File: src/rtl/aes_block_loader_ctrl.sv
// -----------------------------------------------------------------------------
// aes_block_loader_ctrl
//
// Sequences the byte deserializer and the AES core. It enables the
// deserializer and packs NUM_BYTES received bytes MSB-first into a key, then
// NUM_BYTES more into a data block. It then pulses the AES core start, waits
// for done under a watchdog, and presents the result on a valid/ready
// handshake.
//
// Optional feature macro: AES_KEY_RETAIN_EN
//   defined   : after a result handshake with en=1, reload only the data block.
//               The key is reused while key_loaded is set. key_loaded is set
//               when a key completes and is cleared by rst or by an abort.
//   undefined : every block needs a full key followed by a full data block.
//
// Ports
//   clk          in   system clock, rising edge
//   rst          in   asynchronous, active-high reset
//   en           in   run enable; dropping it while loading aborts to IDLE
//   byte_in      in   [7:0] byte from the deserializer
//   byte_valid   in   one-cycle strobe per byte
//   ser_en       out  deserializer enable (registered), high while loading
//   aes_key      out  [8*NUM_BYTES-1:0] assembled key
//   aes_data     out  [8*NUM_BYTES-1:0] assembled plaintext block
//   aes_start    out  one-cycle start pulse to the AES core
//   aes_done     in   AES completion strobe
//   aes_result   in   [8*NUM_BYTES-1:0] AES output, valid with aes_done
//   result       out  [8*NUM_BYTES-1:0] captured ciphertext
//   result_valid out  result handshake valid
//   result_ready in   result handshake ready
//   busy         out  high in every state except IDLE
//   timeout_err  out  sticky watchdog error, cleared only by rst
// -----------------------------------------------------------------------------
module aes_block_loader_ctrl #(
    parameter int NUM_BYTES      = 16,
    parameter int TIMEOUT_CYCLES = 64
) (
    input  logic                   clk,
    input  logic                   rst,
    input  logic                   en,
    input  logic [7:0]             byte_in,
    input  logic                   byte_valid,
    output logic                   ser_en,
    output logic [8*NUM_BYTES-1:0] aes_key,
    output logic [8*NUM_BYTES-1:0] aes_data,
    output logic                   aes_start,
    input  logic                   aes_done,
    input  logic [8*NUM_BYTES-1:0] aes_result,
    output logic [8*NUM_BYTES-1:0] result,
    output logic                   result_valid,
    input  logic                   result_ready,
    output logic                   busy,
    output logic                   timeout_err
);

    localparam int BLK_W = 8 * NUM_BYTES;
    localparam int CNT_W = (NUM_BYTES > 1) ? $clog2(NUM_BYTES) : 1;
    localparam int WD_W  = (TIMEOUT_CYCLES > 1) ? $clog2(TIMEOUT_CYCLES) : 1;

    localparam logic [CNT_W-1:0] CNT_LAST = CNT_W'(NUM_BYTES - 1);
    localparam logic [WD_W-1:0]  WD_LAST  = WD_W'(TIMEOUT_CYCLES - 1);

    typedef enum logic [2:0] {
        IDLE      = 3'd0,
        LOAD_KEY  = 3'd1,
        LOAD_DATA = 3'd2,
        START     = 3'd3,
        WAIT_DONE = 3'd4,
        OUT       = 3'd5
    } state_t;

`ifdef AES_KEY_RETAIN_EN
    localparam state_t RELOAD = LOAD_DATA;
`else
    localparam state_t RELOAD = LOAD_KEY;
`endif

    state_t           state, state_next;
    logic [CNT_W-1:0] cnt, cnt_next;
    logic [WD_W-1:0]  wd, wd_next;
    logic [WD_W-1:0]  wd_inc;

    logic key_wr;
    logic data_wr;
    logic res_cap;
    logic res_clr;
    logic wd_expire;

`ifdef AES_KEY_RETAIN_EN
    logic key_loaded;
    logic key_done;
    logic load_abort;
`endif

    assign wd_inc = wd + 1'b1;

    // Next-state and strobe decode
    always_comb begin
        state_next = state;
        cnt_next   = cnt;
        wd_next    = wd;
        key_wr     = 1'b0;
        data_wr    = 1'b0;
        res_cap    = 1'b0;
        res_clr    = 1'b0;
        wd_expire  = 1'b0;
`ifdef AES_KEY_RETAIN_EN
        key_done   = 1'b0;
        load_abort = 1'b0;
`endif

        case (state)
            IDLE: begin
                if (en) begin
                    cnt_next = '0;
`ifdef AES_KEY_RETAIN_EN
                    state_next = key_loaded ? LOAD_DATA : LOAD_KEY;
`else
                    state_next = LOAD_KEY;
`endif
                end
            end

            LOAD_KEY: begin
                // The abort takes priority, so a byte arriving with en=0 is dropped.
                if (!en) begin
                    state_next = IDLE;
                    cnt_next   = '0;
`ifdef AES_KEY_RETAIN_EN
                    load_abort = 1'b1;
`endif
                end else if (byte_valid) begin
                    key_wr = 1'b1;
                    if (cnt == CNT_LAST) begin
                        cnt_next   = '0;
                        state_next = LOAD_DATA;
`ifdef AES_KEY_RETAIN_EN
                        key_done   = 1'b1;
`endif
                    end else begin
                        cnt_next = cnt + 1'b1;
                    end
                end
            end

            LOAD_DATA: begin
                if (!en) begin
                    state_next = IDLE;
                    cnt_next   = '0;
`ifdef AES_KEY_RETAIN_EN
                    load_abort = 1'b1;
`endif
                end else if (byte_valid) begin
                    data_wr = 1'b1;
                    if (cnt == CNT_LAST) begin
                        cnt_next   = '0;
                        state_next = START;
                    end else begin
                        cnt_next = cnt + 1'b1;
                    end
                end
            end

            START: begin
                state_next = WAIT_DONE;
                wd_next    = '0;
            end

            WAIT_DONE: begin
                // Expiry is the cycle on which the watchdog would step onto
                // TIMEOUT_CYCLES-1. Counting the START cycle, the error flag
                // appears TIMEOUT_CYCLES cycles after start. A done on the
                // expiry cycle still wins.
                if (aes_done) begin
                    res_cap    = 1'b1;
                    state_next = OUT;
                end else if (wd_inc == WD_LAST) begin
                    wd_expire  = 1'b1;
                    state_next = IDLE;
                end else begin
                    wd_next = wd_inc;
                end
            end

            OUT: begin
                if (result_ready) begin
                    res_clr    = 1'b1;
                    state_next = en ? RELOAD : IDLE;
                end
            end

            default: state_next = IDLE;
        endcase
    end

    // Control registers. ser_en, aes_start and busy are decoded from the next
    // state so that they line up with the state they describe.
    always_ff @(posedge clk or posedge rst) begin
        if (rst) begin
            state        <= IDLE;
            cnt          <= '0;
            wd           <= '0;
            ser_en       <= 1'b0;
            aes_start    <= 1'b0;
            busy         <= 1'b0;
            result_valid <= 1'b0;
            timeout_err  <= 1'b0;
        end else begin
            state     <= state_next;
            cnt       <= cnt_next;
            wd        <= wd_next;
            ser_en    <= (state_next == LOAD_KEY) || (state_next == LOAD_DATA);
            aes_start <= (state_next == START);
            busy      <= (state_next != IDLE);
            if (res_cap) begin
                result_valid <= 1'b1;
            end else if (res_clr) begin
                result_valid <= 1'b0;
            end
            if (wd_expire) begin
                timeout_err <= 1'b1;
            end
        end
    end

`ifdef AES_KEY_RETAIN_EN
    always_ff @(posedge clk or posedge rst) begin
        if (rst) begin
            key_loaded <= 1'b0;
        end else if (key_done) begin
            key_loaded <= 1'b1;
        end else if (load_abort) begin
            key_loaded <= 1'b0;
        end
    end
`endif

    // Byte packing: slot k occupies bits [BLK_W-1-8k -: 8], first byte at the top.
    always_ff @(posedge clk or posedge rst) begin
        if (rst) begin
            aes_key  <= '0;
            aes_data <= '0;
            result   <= '0;
        end else begin
            for (int k = 0; k < NUM_BYTES; k++) begin
                if (key_wr && (cnt == CNT_W'(k))) begin
                    aes_key[BLK_W-1-8*k -: 8] <= byte_in;
                end
                if (data_wr && (cnt == CNT_W'(k))) begin
                    aes_data[BLK_W-1-8*k -: 8] <= byte_in;
                end
            end
            if (res_cap) begin
                result <= aes_result;
            end
        end
    end

endmodule

File: config.mk
export PLATFORM = sky130hd
export DESIGN_NAME = aes_block_loader_ctrl
export DESIGN_NICKNAME = d
export VERILOG_FILES = /design/src/rtl/aes_block_loader_ctrl.sv
export SDC_FILE = /design/constraint.sdc
export NUM_CORES = 1
export LEC_CHECK = 0
export CAP_MARGIN = 40
export CORE_AREA = 2 2 209 211
export CTS_BUF_LIST = sky130_fd_sc_hd__clkbuf_8
export DETAILED_ROUTE_END_ITERATION = 12
export DIE_AREA = 0 0 211 213
export GPL_ROUTABILITY_DRIVEN = 0
export MAX_ROUTING_LAYER = met4
export PLACE_DENSITY = 0.68
export SLEW_MARGIN = 15
export SYNTH_ARGS = -nofsm -noshare
export SYNTH_HDL_FRONTEND = slang
export SYNTH_SLANG_ARGS = --single-unit
File: constraint.sdc
create_clock -name clk -period 21 [get_ports clk]
set_input_delay 6.3 -clock clk [delete_from_list [all_inputs] [get_ports clk]]
set_output_delay 6.3 -clock clk [all_outputs]
set_load 0.01 [all_outputs]
==> Word level (Yosys, flattened, before mapping) <==
Cells that the tools add are included.
{ "totals": {"regBits": 402, "elab_cells": 146, "input_bits": 142, "latch_bits": 0, "rom_bits": 0, "mem_bits_rw": 0, "memories": 0} }
{ "classes": {"multipliers": 0, "div": 0, "n_reduce_logical": 42, "shift": 0, "n_lt_le_gt_ge": 0, "bitwise_logic": 0, "muxes": 33, "addsub": 2, "eq_ne": 28} }
{ "ops": {"columns": ["op", "count"], "rows": [
  ["== test 4 bit, second input constant", 8],
  ["logical AND 1 bit", 32],
  ["2-to-1 mux 3 bit", 10],
  ["one-hot mux 3 bit (6 select lines)", 1],
  ["== test 4 x 3 -> 1 bit, second input constant", 4],
  ["2-to-1 mux 4 bit", 4],
  ["2-to-1 mux 1 bit", 14],
  ["== test 3 x 2 -> 1 bit, second input constant", 4],
  ["2-to-1 mux 6 bit", 2],
  ["one-hot mux 6 bit (2 select lines)", 1],
  ["== test 4 x 2 -> 1 bit, second input constant", 2],
  ["one-hot mux 4 bit (2 select lines)", 1],
  ["adder 6 x 1 -> 6 bit, second input constant", 1],
  ["== test 3 x 1 -> 1 bit, second input constant", 2],
  ["== test 3 bit, second input constant", 2],
  ["== test 6 bit, second input constant", 1],
  ["!= test 2 bit, second input constant", 3],
  ["AND reduction 3 bit", 2],
  ["nonzero test 2 bit", 3],
  ["adder 4 x 1 -> 4 bit, second input constant", 1],
  ["== test 4 x 1 -> 1 bit, second input constant", 1],
  ["zero test 4 bit", 1],
  ["zero test 3 bit", 1],
  ["!= test 3 x 2 -> 1 bit, second input constant", 1],
  ["other kinds (3)", 3]
]} }

==> Logic depth before layout (Yosys ltp) <==
Gate-level depths: netlist of the first run.
{ "logic_depth": {"depth_word": 7, "mapped_depth": 7, "ltp_nobuf": 7} }

==> Worst setup path before layout of the first run <==
No wires, ideal clock.
{ "synth_path": {"path_type": "input to register", "from": "input port en", "to": "register aes_data[105]", "setup_ns": 0.125, "stages": 5, "t_arrival_ns": 7.479, "path_slack_ns": 13.397, "n_path_buf": 1, "cell_sequence": "nor2b_1 > buf_4 > nand4_4 > nor2_8 > mux2_2"} }
{ "synth_between": {"elab_chain_cells": 3} }
{ "synth_rtl": {"columns": ["element", "line_no", "text"], "rows": [
  ["start: declaration", "40", "input logic en,"],
  ["2-to-1 mux 1 bit", null, null],
  ["2-to-1 mux 1 bit", "112", "case (state)"],
  ["logical AND 1 bit", "249", "if (data_wr && (cnt == CNT_W'(k))) begin"],
  ["end signal: indexed assignment", "250", "aes_data[BLK_W-1-8*k -: 8] <= byte_in;"],
  ["end: declaration", "45", "output logic [8*NUM_BYTES-1:0] aes_data,"]
]} }
Every way passes these cells.
A chain may end at the register's enable or synchronous reset.

==> Worst setup path after layout of the first run <==
{ "layout_path": {"from": "input port en", "to": "register aes_data[111]"} }
The elaborated chain is that of the path after synthesis.

==> impl_metrics.yaml, run 1 <==
status:
  status: "completed"
layout:
  n_fill_cell: 3481
  ff_latch_area_sq_um: 10100
  final_core_util_pct: 55.0
  drive_gt1_share_pct: 35.4
  area_growth_pct: 46.7
  final_cell_count_no_fill: 2157
  nets: 1703
  multi_input_area_sq_um: 5640
  final_area_sq_um: 23500
sta:
  rsz0062_at_grt: "no"
  fmax_ghz: 0.118
  slew_headroom_pct: 43.7
  period_needed_ns: 8.46
  finalClockSkew_ns: 0.0331
  hold_viol_final: 0
  finalCritPeriodShare_pct: 40.3
  fin_setup_tns_ns: 0
  finalSetupViolCount: 0
  tightest_slew_ns: 0.844
  drv_slew: 0
floorplanning:
  core_sq_um: 42700
  rows: 76
  start_util_pct: 37.5
  die_w_um: 211
  die_h_um: 213
  ios: 531
  die_area_sq_um: 44900
yosys:
  async_reset_ff_share_pct: 100
  yosysSeqAreaShare_pct: 62.8
  ys_top_cells_by_area: "dfrtp_1, mux2_2, nor2_8"
  synth_area_leader_cell: "dfrtp_1"
  synth_edf_count: 0
  avgSynthCellArea_sq_um: 16.3
  synth_area_sq_um: 16000
  yosysWarnings: 0
  synth_most_common_cell: "dfrtp_1"
  syn_nets: 1131
  synthCells: 983
  synth_top_area_share_pct: 62.8
  ys.flop_type: "dfrtp_1"
  yosysUniqueCellTypes: 50
  ys_top_cells_by_count: "dfrtp_1, mux2_2, clkbuf_1"
  ys_ff_latch: 402
setup_path:
  critical_path_depth: 6
  startpoint_type: "input port"
  path_buf_inv: 2
  crit_type: "in2reg"
  reg2reg_from: "state[0]$_DFF_PP0_"
  rr_worst_depth: 5
  crit_fanout: 13
  regToRegSetupSlack_ns: 17.99
  endpoint: "aes_data[111]$_DFFE_PP0P_"
  cp_top_family: "simple AND/OR/NAND/NOR gates"
  slowest_stage: "clkdlybuf4s50_1"
  required_ns: 21.49
  arrival_ns: 8.95
  crit_start: "en"
  critPathMaxStageDelay_ns: 0.82
  r2r-end: "result[78]$_DFFE_PP0P_"
  path_cells: "clkdlybuf4s50_1 > nor2b_1 > buf_4 > nand4_4 > nor2_8 > mux2_2"
  cp-end-kind: "flip-flop"
drt:
  detail_route.drc_violations: 0
  drt_iter0_markers: 453
  wire_per_inst_um: 22.7
  drt.antenna.violating_nets: 0
  drt_wl_total_um: 49000
  first_pass_iters: 4
  vias: 10500
  via_per_inst: 4.85
pwr:
  power_uw: 1870
  powerDensity_nw_per_um2: 79.8
  peakVddDrop_mv: 0.0671
  internal_power_uw: 1400
  seq_power_share_pct: 45.9
  combPwrFrac_pct: 14.9
  pwr-share-clk_pct: 39.2
  p_leak_uw: 0.0110
  swShare_pct: 25.6
  p_switching_uw: 479
hold_path:
  whs_path_depth: 1
  hp-class: "reg2reg"
grt:
  grt.overflow.total: 0
  antenna_found_initial: 0
  grt_pass1_wl_um: 72100
  grt_pass1_vias: 11500
  grt_max_degree: 69
  grtUsageTotal_pct: 22.2
clocking:
  cts_tree: "built"
  postCtsHoldBufs: 0
  postCtsSetupBuffers: 0
  path_clk_slew_ns: 0.06
  numCtsBuffers: 71
  cts_max_level: 3
  cts.path.max_buffers: 3
  cts_sinks: 402
  insertion_delay_ns: 0.63
  cts.root.buffer_cell: "clkbuf_8"
  postCtsResizedCells: 0
place:
  dp.cells: 2024
  dpl_cell_area_sq_um: 21900
  place_hpwl_um: 34400
  port_buffers: 530
job:
  cap_violations: 0
## placed cells by master (no fill, tap or decap), types with 10 or more instances in the layout
cell type        netlist  final
clkinv_2               0     11
clkbuf_8               0     94
dfrtp_1              402    402
mux2_2               373    373
o21ai_0               10     10
clkdlybuf4s50_1        0    525
buf_4                 18     10
nor2_8                16     16
nor2_4                12     12
a21oi_1               10     10
inv_1                  9     24
## per-layer routing
metal,part of all wire [%],vias to the layer above,track usage (%)
li1,-,4650,-
met1,39,5375,24.9
met2,50,387,37.2
met3,9.1,57,8.02
met4,1.8,0,6.80
met5,0,-,-
## layout make-up
| class | count | share of cell area [%] |
|---|---|---|
| antenna | 1 | 0.0107 |
| clock buffer | 94 | 5.51 |
| clock inverter | 34 | 0.746 |
| inverter | 9 | 0.176 |
| multi-input combinational | 520 | 24.0 |
| sequential | 402 | 42.8 |
| tap | 546 | 2.91 |
| timing repair buffer | 551 | 23.8 |
## metrics by stage
| stage | hold slack (ns) | setup slack, ns |
|---|---|---|
| 2_1_floorplan | 0.451 | 3.52 |
| 3_3_place_gp | 0.451 | 11.39 |
| 3_5_place_dp | 0.461 | 11.82 |
| 4_1_cts | 0.472 | 12.52 |
| 5_1_grt | 0.495 | 12.46 |
| 6_report | 0.465 | 12.54 |
## flip-flops by register name (all words and copies together), names as in the netlist, 3 cells and up
register and flops:
aes_data 128, aes_key 128, result 128, wd 6, cnt 4, state 3
## power by group through the flow
| stage | clock network [uW] | logic [uW] | registers, uW |
|---|---|---|---|
| 3_3_place_gp | 0 | 276 | 870 |
| 2_1_floorplan | 0 | 76.8 | 897 |
| 3_5_place_dp | 0 | 283 | 873 |
| 4_1_cts | 761 | 284 | 860 |
| 5_1_grt | 792 | 296 | 867 |
| 6_report | 736 | 279 | 860 |
## how the worst min path moves through the flow
stage,startpoint,to,slack (ns)
finish,timeout_err$_DFFE_PP0P_,timeout_err$_DFFE_PP0P_,0.46
global route,timeout_err$_DFFE_PP0P_,timeout_err$_DFFE_PP0P_,0.50
CTS,timeout_err$_DFFE_PP0P_,timeout_err$_DFFE_PP0P_,0.47
detailed placement,timeout_err$_DFFE_PP0P_,timeout_err$_DFFE_PP0P_,0.46
global placement,timeout_err$_DFFE_PP0P_,timeout_err$_DFFE_PP0P_,0.45
floorplan,wd[5]$_DFFE_PP0P_,wd[5]$_DFFE_PP0P_,0.45
## cells by family (layout without fill, tap and decap cells)
family,after synthesis,in the layout,share of synthesized area (%)
XOR/XNOR,2,2,0.109
AO/OA/AOI/OAI,36,36,1.37
adder cells (fa/ha/maj),6,6,0.469
multiplexers,388,388,27.5
flip-flops,402,402,62.8
other,0,1,0
buffers and inverters,61,688,1.96
AND/OR/NAND/NOR,88,88,5.79
(Power assumes the default switching activity.)
==> inputs of run 2 (changes only) <==
Clock period 21 ns to 7.83 ns, I/O delays scaled along.
==> run 2 against run 1 <==
Net effect:
- highest routed layer unchanged
- critical path type unchanged
- largest power group unchanged
- global-route usage hardly changed
- critical path depth stayed put
- combinational power grew to 2.7 times the previous value
- critical endpoint is now aes_data[109]$_DFFE_PP0P_
- via count is 0.66% lower
- register-to-register slack worse by 13 ns
- clock power grew to 2.6 times the previous value
==> impl_metrics.yaml, run 2 (synthesized netlist as in run 1, its figures left out) <==
status:
  status: "completed"
floorplanning:
  die_h_um: 213
  rows: 76
  start_util_pct: 37.5
  core_sq_um: 42700
  ios: 531
  die_w_um: 211
  die_area_sq_um: 44900
grt:
  grt_max_degree: 177
  grt_pass1_vias: 11000
  grt_pass1_wl_um: 71600
  antenna_found_initial: 0
  grtUsageTotal_pct: 22.2
  grt.overflow.total: 0
sta:
  tightest_slew_ns: 1.13
  fin_ws_ns: 3.30
  hold_viol_final: 0
  slew_headroom_pct: 24.9
  rsz0062_at_grt: "no"
  finalCritPeriodShare_pct: 57.9
  drv_slew: 0
  fmax_ghz: 0.221
  period_needed_ns: 4.53
  fin_setup_tns_ns: 0
  finalSetupViolCount: 0
  finalClockSkew_ns: 0.0179
hold_path:
  hold_end: "timeout_err$_DFFE_PP0P_"
  whs_path_depth: 1
  hp-class: "reg2reg"
  holdCritStartpoint: "timeout_err$_DFFE_PP0P_"
setup_path:
  reg2reg_from: "state[0]$_DFF_PP0_"
  cp_top_family: "simple AND/OR/NAND/NOR gates"
  regToRegSetupSlack_ns: 4.86
  required_ns: 8.31
  path_cells: "clkdlybuf4s50_1 > nor2b_1 > buf_4 > nand4_4 > nor2_8 > mux2_2"
  crit_fanout: 13
  slowest_stage: "clkdlybuf4s50_1"
  arrival_ns: 5.02
  critPathMaxStageDelay_ns: 0.81
  crit_type: "in2reg"
  r2r-end: "result[116]$_DFFE_PP0P_"
  path_buf_inv: 2
  critical_path_depth: 6
  cp-end-kind: "flip-flop"
  startpoint_type: "input port"
  rr_worst_depth: 4
pwr:
  peakVddDrop_mv: 0.164
  powerDensity_nw_per_um2: 212
  power_uw: 4950
  p_leak_uw: 0.0110
clocking:
  postCtsHoldBufs: 0
  insertion_delay_ns: 0.61
  cts_sinks: 402
  path_clk_slew_ns: 0.06
  postCtsResizedCells: 0
  postCtsSetupBuffers: 0
  cts.path.max_buffers: 3
  numCtsBuffers: 72
  cts_tree: "built"
  cts_max_level: 3
  cts.root.buffer_cell: "clkbuf_8"
layout:
  final_cell_mix: "clkdlybuf4s50_1, dfrtp_1, mux2_2"
  area_growth_pct: 45.4
  nets: 1697
  drive_gt1_share_pct: 34.4
  final_common_cell: "clkdlybuf4s50_1"
  reg_top3: "aes_data x128, aes_key x128, result x128"
drt:
  first_pass_iters: 4
  drt.antenna.violating_nets: 0
  drt_iter0_markers: 549
  detail_route.drc_violations: 0
  wire_per_inst_um: 22.8
  vias: 10400
  via_per_inst: 4.84
  drt_wl_total_um: 49100
job:
  cap_violations: 0
place:
  pre_cts_ws_ns: 2.70
  port_buffers: 530
  place_hpwl_um: 34200
==> run 2: changes by cell type in the layout (fill, tap and decap cells not counted), sizes merged <==
cell,previous run,this run
buf,26,18
clkbuf,94,90
clkdlybuf4s50,525,526
clkinv,11,8
diode,1,2
inv,29,34
==> run 2: per-layer routing <==
metal	vias to the layer above	wire length, um	global-route usage [%]
met1	5339	19800	26.3
met2	372	24300	36.0
met4	0	1050	6.51
li1	4624	-	-
met3	65	3840	7.63
met5	-	0	-
==> run 2: through the flow <==
stage | hold slack, ns | util, % | area, sq um | std cells
final | 0.456 | 54.5 | 23300 | 2149
after CTS | 0.461 | 54.5 | 23300 | 2147
after global placement | 0.450 | 51.1 | 21800 | 2017
after detailed placement | 0.450 | 51.2 | 21900 | 2021
after floorplan | 0.451 | - | 16000 | 983
after global routing | 0.486 | 54.5 | 23300 | 2147
==> run 2: where the power goes <==
part | switching, uW | leakage, uW | total (uW) | internal (uW)
clock network | 856 | 0.000817 | 1890 | 1030
logic | 321 | 0.00471 | 749 | 428
registers | 80.6 | 0.00544 | 2310 | 2230
==> run 2: area by class of cell <==
class	count	area, sq um
Tap cell	546	683
Antenna cell	2	5.00
Fill cell	3561	19400
Multi-Input combinational cell	520	5640
Sequential cell	402	10100
Clock buffer	90	1240
Inverter	9	37.5
Timing Repair Buffer	544	5450
Clock inverter	36	161
==> run 2: how the worst max path moves through the flow <==
stage,start,to,slack [ns]
floorplan,rst,aes_data[0]$_DFFE_PP0P_,0.07
global placement,en,aes_data[6]$_DFFE_PP0P_,2.21
detailed placement,en,aes_data[114]$_DFFE_PP0P_,2.70
CTS,en,aes_data[119]$_DFFE_PP0P_,3.37
global route,en,aes_data[1]$_DFFE_PP0P_,3.25
finish,en,aes_data[109]$_DFFE_PP0P_,3.30
==> inputs of run 3 (changes only) <==
Clock period 7.83 ns to 4.7 ns, I/O delays scaled along.
==> run 3 against run 2 <==
Net effect:
- worst setup slack got worse by 1.9 ns
- via count rose by 1.4%
- worst hold slack improved by 0.018 ns
- power rose by 65%
- cell count barely moved
- global-route usage rose by 0.34 points
- non-clock buffer count rose by 11
==> impl_metrics.yaml, run 3 (synthesized netlist as in run 1, its figures left out) <==
drt:
  via_per_inst: 4.91
  detail_route.drc_violations: 0
  vias: 10500
  drt.antenna.violating_nets: 0
  drt_iter0_markers: 477
  drt_wl_total_um: 49700
  first_pass_iters: 4
  wire_per_inst_um: 23.1
layout:
  multi_input_area_sq_um: 5640
  reg_top3: "aes_data x128, aes_key x128, result x128"
  final_cell_mix: "clkdlybuf4s50_1, dfrtp_1, mux2_2"
  ff_latch_area_sq_um: 10100
  final_cell_count_no_fill: 2150
  drive_gt1_share_pct: 34.7
  nets: 1705
  area_growth_pct: 45.9
  final_common_cell: "clkdlybuf4s50_1"
  n_fill_cell: 3518
setup_path:
  cp-end-kind: "flip-flop"
  crit_fanout: 13
  timing.critical_path.mode_cell: "buf_4"
  arrival_ns: 3.80
  startpoint_type: "input port"
  crit_start: "en"
  crit_type: "in2reg"
  required_ns: 5.17
  rr_worst_depth: 4
  reg2reg_from: "state[0]$_DFF_PP0_"
  regToRegSetupSlack_ns: 2.07
  r2r-end: "result[112]$_DFFE_PP0P_"
  slowest_stage: "nor3b_2"
  endpoint: "aes_data[0]$_DFFE_PP0P_"
  path_cells: "clkdlybuf4s50_1 > buf_4 > nor2b_1 > buf_4 > nand4_2 > nor3b_2 > mux2_2"
  critPathMaxStageDelay_ns: 0.68
clocking:
  insertion_delay_ns: 0.60
  numCtsBuffers: 69
  postCtsSetupBuffers: 0
  cts_tree: "built"
  postCtsHoldBufs: 0
  cts.root.buffer_cell: "clkbuf_8"
  cts.path.max_buffers: 3
  cts_max_level: 3
  cts_sinks: 402
  path_clk_slew_ns: 0.05
  postCtsResizedCells: 0
pwr:
  combPwrFrac_pct: 15.4
  powerDensity_nw_per_um2: 350
  seq_power_share_pct: 47.1
  p_leak_uw: 0.0110
  peakVddDrop_mv: 0.265
  internal_power_uw: 6100
  swShare_pct: 25.4
  p_switching_uw: 2070
  pwr-share-clk_pct: 37.5
sta:
  fmax_ghz: 0.300
  tightest_slew_ns: 0.853
  rsz0062_at_grt: "no"
  drv_slew: 0
  finalSetupViolCount: 0
  finalClockSkew_ns: 0.0243
  slew_headroom_pct: 43.1
  hold_viol_final: 0
  finalCritPeriodShare_pct: 70.9
  fin_setup_tns_ns: 0
  period_needed_ns: 3.33
grt:
  grt_pass1_vias: 11300
  grt_max_degree: 88
  grtUsageTotal_pct: 22.6
  grt_pass1_wl_um: 73000
  grt.overflow.total: 0
  antenna_found_initial: 5
place:
  dp.cells: 2032
  port_buffers: 530
  place_hpwl_um: 35500
floorplanning:
  die_area_sq_um: 44900
  core_sq_um: 42700
  start_util_pct: 37.5
  die_w_um: 211
  die_h_um: 213
  rows: 76
  ios: 531
hold_path:
  holdCritStartpoint: "timeout_err$_DFFE_PP0P_"
  hp-class: "reg2reg"
status:
  status: "completed"
job:
  cap_violations: 0
-- run 3: cell types whose count changed in the layout (fill, tap and decap cells not counted) --
| cell | change |
|---|---|
| buf_12 | +6 |
| buf_16 | -1 |
| buf_4 | +4 |
| buf_8 | +2 |
| clkbuf_8 | -2 |
| clkinv_2 | -2 |
| clkinv_4 | -1 |
| clkinvlp_4 | -1 |
| diode_2 | +2 |
| inv_1 | -5 |
| inv_6 | -1 |
-- run 3: cell type report --
cell class                 count  area share [%]
timing repair buffer         555            24.0
clock inverter                26           0.461
sequential                   402            43.1
clock buffer                  88            5.19
inverter                       9           0.161
multi-input combinational    520            24.2
antenna                        4          0.0429
tap                          546            2.93
-- run 3: worst min-delay path by stage --
stage | endpoint | cells after the start | slack (ns)
floorplan | wd[5]$_DFFE_PP0P_ | 1 | 0.45
global placement | timeout_err$_DFFE_PP0P_ | 1 | 0.45
detailed placement | timeout_err$_DFFE_PP0P_ | 1 | 0.46
CTS | timeout_err$_DFFE_PP0P_ | 1 | 0.48
global route | timeout_err$_DFFE_PP0P_ | 1 | 0.50
finish | timeout_err$_DFFE_PP0P_ | 1 | 0.47
-- run 3: power by group through the flow --
stage	Clock [uW]	Sequential (uW)	Combinational, uW
3_5_place_dp	0	3900	1280
6_report	3070	3850	1260
5_1_grt	3310	3880	1330
2_1_floorplan	0	4010	344
3_3_place_gp	0	3890	1260
4_1_cts	3180	3850	1280
-- run 3: critical path: cells and delay by family --
kind          cells  cell delay, ns
simple gates      3            1.01
buf+inv           3            0.97
mux               1            0.41
-- run 3: layer usage --
metal	vias up	share of wire [%]	wire length [um]	track usage (%)
li1	4637	-	-	-
met2	382	49	24500	36.8
met4	0	2.2	1110	7.38
met3	73	8.3	4120	7.57
met1	5455	40	19900	26.3
met5	-	0	0	-
-- run 3: per-stage QoR --
| step | utilization (%) | setup slack [ns] | hold WS, ns | cell area [sq um] | total power (uW) |
|---|---|---|---|---|---|
| 2_1_floorplan | - | -2.12 | 0.451 | 16000 | 4350 |
| 6_report | 54.7 | 1.37 | 0.473 | 23400 | 8170 |
| 4_1_cts | 54.7 | 1.43 | 0.477 | 23300 | 8310 |
| 3_3_place_gp | 51.3 | 0.790 | 0.452 | 21900 | 5150 |
| 3_5_place_dp | 51.6 | 0.766 | 0.463 | 22000 | 5180 |
| 5_1_grt | 54.7 | 1.25 | 0.501 | 23400 | 8520 |
